==> src/rtl/gpu_pipe_pkg.sv <==
// Shared definitions for the SIMD pipeline boundary registers.
package gpu_pipe_pkg;

    // Occupancy encoding of the elastic boundary registers.
    localparam logic [1:0] OCC_EMPTY = 2'd0;
    localparam logic [1:0] OCC_ONE   = 2'd1;
    localparam logic [1:0] OCC_FULL  = 2'd2;

    typedef enum logic [1:0] {
        ST_EMPTY = OCC_EMPTY,
        ST_ONE   = OCC_ONE,
        ST_FULL  = OCC_FULL
    } skid_state_e;

    // LSB of operand k, lane l inside a packed operand bus.
    function automatic int slice_lsb(input int k, input int l,
                                     input int num_lanes, input int data_width);
        return (k * num_lanes + l) * data_width;
    endfunction

    // Total width of a packed operand bus.
    function automatic int data_bits(input int num_operands, input int num_lanes,
                                     input int data_width);
        return num_operands * num_lanes * data_width;
    endfunction

endpackage

==> src/rtl/skid_entry_reg.sv <==
// One storage entry: valid bit plus opaque payload, with sync clear and load.
module skid_entry_reg #(
    parameter int Width = 8
) (
    input  logic             clk,
    input  logic             rst,
    input  logic             clr,
    input  logic             load,
    input  logic             valid_in,
    input  logic [Width-1:0] payload_in,
    output logic             valid,
    output logic [Width-1:0] payload
);

    logic             valid_d, valid_q;
    logic [Width-1:0] payload_d, payload_q;

    // Clear wins over load; otherwise hold.
    always_comb begin
        valid_d   = valid_q;
        payload_d = payload_q;
        if (clr) begin
            valid_d   = 1'b0;
            payload_d = '0;
        end else if (load) begin
            valid_d   = valid_in;
            payload_d = payload_in;
        end
    end

    // Entry register with asynchronous reset to empty/zero.
    always_ff @(posedge clk or posedge rst) begin
        if (rst) begin
            valid_q   <= 1'b0;
            payload_q <= '0;
        end else begin
            valid_q   <= valid_d;
            payload_q <= payload_d;
        end
    end

    assign valid   = valid_q;
    assign payload = payload_q;

endmodule

==> src/rtl/rf_ex_skid_reg.sv <==
// Register-read -> execute elastic boundary with a 2-entry skid buffer.
//  state    | meaning
//  ST_EMPTY | no entry valid
//  ST_ONE   | main entry valid, drives outputs
//  ST_FULL  | main and skid valid, upstream stalled
module rf_ex_skid_reg
    import gpu_pipe_pkg::*;
#(
    parameter int DataWidth     = 32,
    parameter int NumLanes      = 4,
    parameter int NumOperands   = 3,
    parameter int CtrlWidth     = 64,
    parameter int StallCntWidth = 16
) (
    input  logic                                    clk,
    input  logic                                    rst,
    input  logic                                    sclr,
    input  logic                                    in_valid,
    output logic                                    in_ready,
    input  logic [CtrlWidth-1:0]                    in_ctrl,
    input  logic [NumLanes-1:0]                     in_mask,
    input  logic [NumOperands*NumLanes*DataWidth-1:0] in_data,
    output logic                                    out_valid,
    input  logic                                    out_ready,
    output logic [CtrlWidth-1:0]                    out_ctrl,
    output logic [NumLanes-1:0]                     out_mask,
    output logic [NumOperands*NumLanes*DataWidth-1:0] out_data,
    output logic [1:0]                              occupancy,
    output logic [StallCntWidth-1:0]                stall_cnt
);

    localparam int DataBits = data_bits(NumOperands, NumLanes, DataWidth);
    localparam int PayW     = CtrlWidth + NumLanes + DataBits;

    logic [DataBits-1:0] masked_data;
    logic [PayW-1:0]     in_payload;

    // Inactive lanes are zeroed on capture so execute never sees stale data.
    for (genvar k = 0; k < NumOperands; k++) begin : g_op
        for (genvar l = 0; l < NumLanes; l++) begin : g_lane
            localparam int Lsb = slice_lsb(k, l, NumLanes, DataWidth);
            assign masked_data[Lsb +: DataWidth] =
                in_mask[l] ? in_data[Lsb +: DataWidth] : '0;
        end
    end

    assign in_payload = {in_ctrl, in_mask, masked_data};

    skid_state_e     state_d, state_q;
    logic            main_valid, skid_valid;
    logic [PayW-1:0] main_payload, skid_payload;
    logic            main_load, main_vin, skid_load, skid_vin;
    logic [PayW-1:0] main_pin, skid_pin;
    logic            accept, release_w;

    assign in_ready  = ~skid_valid;
    assign out_valid = main_valid;
    assign accept    = in_valid & in_ready;
    assign release_w = out_valid & out_ready;

    // State register.
    always_ff @(posedge clk or posedge rst) begin
        if (rst) state_q <= ST_EMPTY;
        else     state_q <= state_d;
    end

    // Next state and entry load controls.
    always_comb begin
        state_d   = state_q;
        main_load = 1'b0;
        main_vin  = main_valid;
        main_pin  = in_payload;
        skid_load = 1'b0;
        skid_vin  = 1'b0;
        skid_pin  = in_payload;
        if (sclr) begin
            state_d = ST_EMPTY;
        end else begin
            unique case (state_q)
                ST_EMPTY: begin
                    if (accept) begin
                        main_load = 1'b1;
                        main_vin  = 1'b1;
                        state_d   = ST_ONE;
                    end
                end
                ST_ONE: begin
                    if (accept && release_w) begin
                        main_load = 1'b1;
                        main_vin  = 1'b1;
                    end else if (accept) begin
                        skid_load = 1'b1;
                        skid_vin  = 1'b1;
                        state_d   = ST_FULL;
                    end else if (release_w) begin
                        // Payload kept so outputs do not change while invalid.
                        main_load = 1'b1;
                        main_vin  = 1'b0;
                        main_pin  = main_payload;
                        state_d   = ST_EMPTY;
                    end
                end
                ST_FULL: begin
                    if (release_w) begin
                        main_load = 1'b1;
                        main_vin  = 1'b1;
                        main_pin  = skid_payload;
                        skid_load = 1'b1;
                        skid_vin  = 1'b0;
                        skid_pin  = '0;
                        state_d   = ST_ONE;
                    end
                end
                default: state_d = ST_EMPTY;
            endcase
        end
    end

    skid_entry_reg #(.Width(PayW)) u_main (
        .clk        (clk),
        .rst        (rst),
        .clr        (sclr),
        .load       (main_load),
        .valid_in   (main_vin),
        .payload_in (main_pin),
        .valid      (main_valid),
        .payload    (main_payload)
    );

    skid_entry_reg #(.Width(PayW)) u_skid (
        .clk        (clk),
        .rst        (rst),
        .clr        (sclr),
        .load       (skid_load),
        .valid_in   (skid_vin),
        .payload_in (skid_pin),
        .valid      (skid_valid),
        .payload    (skid_payload)
    );

    assign {out_ctrl, out_mask, out_data} = main_payload;
    assign occupancy = state_q;

    logic [StallCntWidth-1:0] stall_cnt_d, stall_cnt_q;

    // Saturating count of cycles where execute holds off a valid instruction.
    always_comb begin
        stall_cnt_d = stall_cnt_q;
        if (sclr)
            stall_cnt_d = '0;
        else if (out_valid && !out_ready && !(&stall_cnt_q))
            stall_cnt_d = stall_cnt_q + 1'b1;
    end

    // Stall counter register.
    always_ff @(posedge clk or posedge rst) begin
        if (rst) stall_cnt_q <= '0;
        else     stall_cnt_q <= stall_cnt_d;
    end

    assign stall_cnt = stall_cnt_q;

endmodule
==> config.mk <==
export PLATFORM = sky130hd
export DESIGN_NAME = rf_ex_skid_reg
export DESIGN_NICKNAME = d
export VERILOG_FILES = /design/src/rtl/gpu_pipe_pkg.sv /design/src/rtl/skid_entry_reg.sv /design/src/rtl/rf_ex_skid_reg.sv
export SDC_FILE = /design/constraint.sdc
export NUM_CORES = 2
export LEC_CHECK = 0
export CORE_ASPECT_RATIO = 1.1
export CORE_MARGIN = 2
export CORE_UTILIZATION = 35
export CTS_BUF_LIST = sky130_fd_sc_hd__clkbuf_4 sky130_fd_sc_hd__clkbuf_8 sky130_fd_sc_hd__clkbuf_16
export DETAILED_ROUTE_END_ITERATION = 8
export GPL_ROUTABILITY_DRIVEN = 0
export GPL_TIMING_DRIVEN = 0
export PLACE_DENSITY = 0.55
export SETUP_SLACK_MARGIN = 0.4
export SYNTH_ARGS = -nofsm -noshare
export SYNTH_HDL_FRONTEND = slang
export SYNTH_SLANG_ARGS = --single-unit
==> constraint.sdc <==
create_clock -name clk -period 41.4 [get_ports clk]
set_input_delay 8.28 -clock clk [delete_from_list [all_inputs] [get_ports clk]]
set_output_delay 8.28 -clock clk [all_outputs]
set_load 0.02 [all_outputs]
==> run metrics <==
Die Span Y=377 um; Final Cycle Share=26.0%; peak supply drop=0.0000309 V; Remaining DRCs=0; Hold Path Stages=1; area share of the largest cell type after synthesis=52.1%; vias in the first global route=37600; RSZ-0062 raised after global routing=false; site row count=136; DRT Pass-1 Iters=6; Horiz. Die Dim=343 um; clock sink total=924; min-delay src=u_main.payload[162]$_DFFE_PP0P_; initial antenna violation count=73; Yosys top cell by area=dfrtp_1; Startpoint Class=input port; kind of critical path=input port to flip-flop; CP delay by family, top=buffers and inverters; worst skew pair latency=0.75 ns; Post-CTS Setup Inserts=0; CP Cell Sequence=buf_2, a31oi_4, and2_1, buf_2, buf_2, clkbuf_1, nand2_1, o21ai_1; Max Slew Vio Count=0; FF-to-FF Start=occupancy[0]$_DFFE_PP0P_; ys flop type=dfrtp_1; setup slack, reg-to-reg=37.59 ns; clk_skew=0.0297 ns; final hold viol count=0; largest cells by area after synthesis=dfrtp_1 52%, a22o_1 8.4%, o21ai_0 6.8%; Mapped Cells=4206; Tmin final=10.78 ns; CTS tree=done; maxcap violations=0; DP HPWL=139000 um; Hold WC Path Type=flip-flop to flip-flop; Finished Core Util=47.6%; die area=130000 um2; WP data arrival=11.43 ns; Worst Reg2Reg Path Length in Cells=9; # nets final=5711; final setup violation count=0; hold buffer count at CTS=0; Slew headroom=22.2%; worst slew pin tran=1.17 ns; worst r2r dst=u_skid.payload[197]$_DFFE_PP0P_; most used cell, CP=buf_2; All-Layer GR Usage=28.0%; Layout area overhead=34.6%; outcome=finished clean; Final Non-Filler Cells=7032; PwrDens=46.7 nW/um2; ys async rst share=100%; Design Area, Final=59700 um2; core area=125000 um2; cts bufs inserted=106; share of cells above drive strength 1=12.2%; port buffer count=926; root buffer selected by CTS=clkbuf_16; Yosys cell types=48; Worst Path Required=42.05 ns; DRT iter0 DRCs=2739; Starting Density=35.4%; critical path's slowest cell=clkbuf_1; first-pass GRT wire length=267000 um; Seq/Total Area, Yosys=52.1%; WL final=186000 um; # IOs=929; Lkg Pwr=26.1 nW; register bit count reported by yosys=924; max incr delay on CP=0.71 ns; number of synthesis warnings=0; largest net degree at the start of global routing=120; Placement Cell Area=55900 um2; H-tree depth=3; Post-synth EDFFs=0; Post-Syn Area=44300 um2; clock buffer depth=3; placed cell count=6797; CTS clk-pin slew, worst paths=0.06 ns; routed len/inst=26.4 um; average size of a mapped cell=10.5 um2; vias per cell=5.36; GRT overflow=0; fmax=92.8 MHz; critical path capture point type=flip-flop; CP Max Fanout=10; Synth Net Count=4668; post-CTS sizing=0; hold path endpoint=u_main.payload[162]$_DFFE_PP0P_; antenna-violating nets left=0; CP Buf/Inv Count=4; vias after detailed routing=37700
==> cell usage after synthesis, types with 2 or more instances <==
master,count
dfrtp_1,924
o21ai_0,601
nand2_1,473
nor2b_1,454
a22o_1,427
o21ai_1,302
mux2_2,237
mux2_1,216
clkbuf_1,197
buf_2,118
buf_6,54
a21oi_1,42
nand3_1,28
buf_4,18
inv_1,11
buf_1,10
clkbuf_2,9
nand4_1,9
o31ai_1,8
mux2i_1,7
or3_1,7
or4_1,7
nand2b_1,6
ha_1,5
and2_1,4
nor2_1,4
buf_8,3
a31oi_4,2
and3_1,2
and4_1,2
nor4_1,2
==> cell families (layout without fill, tap and decap cells) <==
group	after synthesis	count (layout)	synth area share (%)
buf+inv	421	1549	5.07
xor+xnor	1	1	0.0198
flops	924	924	52.1
mux	460	460	11.7
compound gates	1388	1388	19.4
simple gates	1007	1007	11.5
other cells	0	42	0
fa+ha+maj	5	5	0.141
==> per-layer routing <==
layer	vias to the layer above	track usage [%]	part of all wire, %
li1	17000	-	-
met1	19100	35.1	41
met2	1294	45.0	47
met3	288	7.66	7.6
met4	38	12.8	4.2
met5	-	0	0.14
==> where the power goes <==
part / switching (W) / total (W) / internal (W)
registers: 0.0000462 / 0.00103 / 0.000982
clock network: 0.000406 / 0.000983 / 0.000577
logic: 0.000481 / 0.000774 / 0.000293
==> flip-flops by register name, summed over array words and instances (netlist names) <==
| signal | flops |
|---|---|
| u_skid.payload | 452 |
| stall_cnt | 16 |
| u_skid.valid | 1 |
| u_main.valid | 1 |
| u_main.payload | 452 |
| occupancy | 2 |
==> through the flow <==
step                      setup TNS, ns  total power, W  setup WS [ns]  hold slack, ns
after floorplan                       0         0.00143           7.14           0.520
after global placement         -6093.94         0.00182          -6.75           0.467
after detailed placement              0         0.00182          29.70           0.474
after CTS                             0         0.00281          30.49           0.486
after global routing                  0         0.00290          30.48           0.495
final                                 0         0.00279          30.62           0.481
==> layout make-up <==
cell class	count	area, um2
buffer	409	2200
clock buffer	162	3280
fill	12000	65700
clock inverter	31	372
sequential	924	23100
inverter	12	52.6
antenna	42	105
tap	1656	2070
multi-input combinational	2861	19000
timing repair buffer	935	9520
==> cell usage in the layout, fill, tap and decap left out, types with 10 or more instances in the layout <==
cell	Yosys	routed
diode_2	0	42
buf_1	10	10
clkbuf_16	0	107
nand3_1	28	28
dfrtp_1	924	924
a21oi_1	42	42
a22o_1	427	427
mux2_2	237	237
clkinv_2	0	20
buf_4	18	18
buf_2	118	118
buf_6	54	54
clkbuf_4	0	25
inv_1	11	10
clkdlybuf4s50_1	0	926
o21ai_0	601	601
clkbuf_1	197	197
nor2b_1	454	454
o21ai_1	302	302
mux2_1	216	216
clkbuf_8	0	30
nand2_1	473	473
==> how the worst max path moves through the flow <==
stage          startpoint                         endpoint  slack [ns]  cells past startpoint
6_report             sclr  u_skid.payload[197]$_DFFE_PP0P_       30.62                      8
5_1_grt              sclr  u_skid.payload[195]$_DFFE_PP0P_       30.48                      8
4_1_cts              sclr  u_skid.payload[197]$_DFFE_PP0P_       30.49                      8
3_5_place_dp         sclr  u_skid.payload[197]$_DFFE_PP0P_       29.70                      8
3_3_place_gp          rst  u_main.payload[314]$_DFFE_PP0P_       -6.75                      2
2_1_floorplan         rst         occupancy[0]$_DFFE_PP0P_        7.14                      1
No activity file was read; power rests on OpenSTA's default activity.
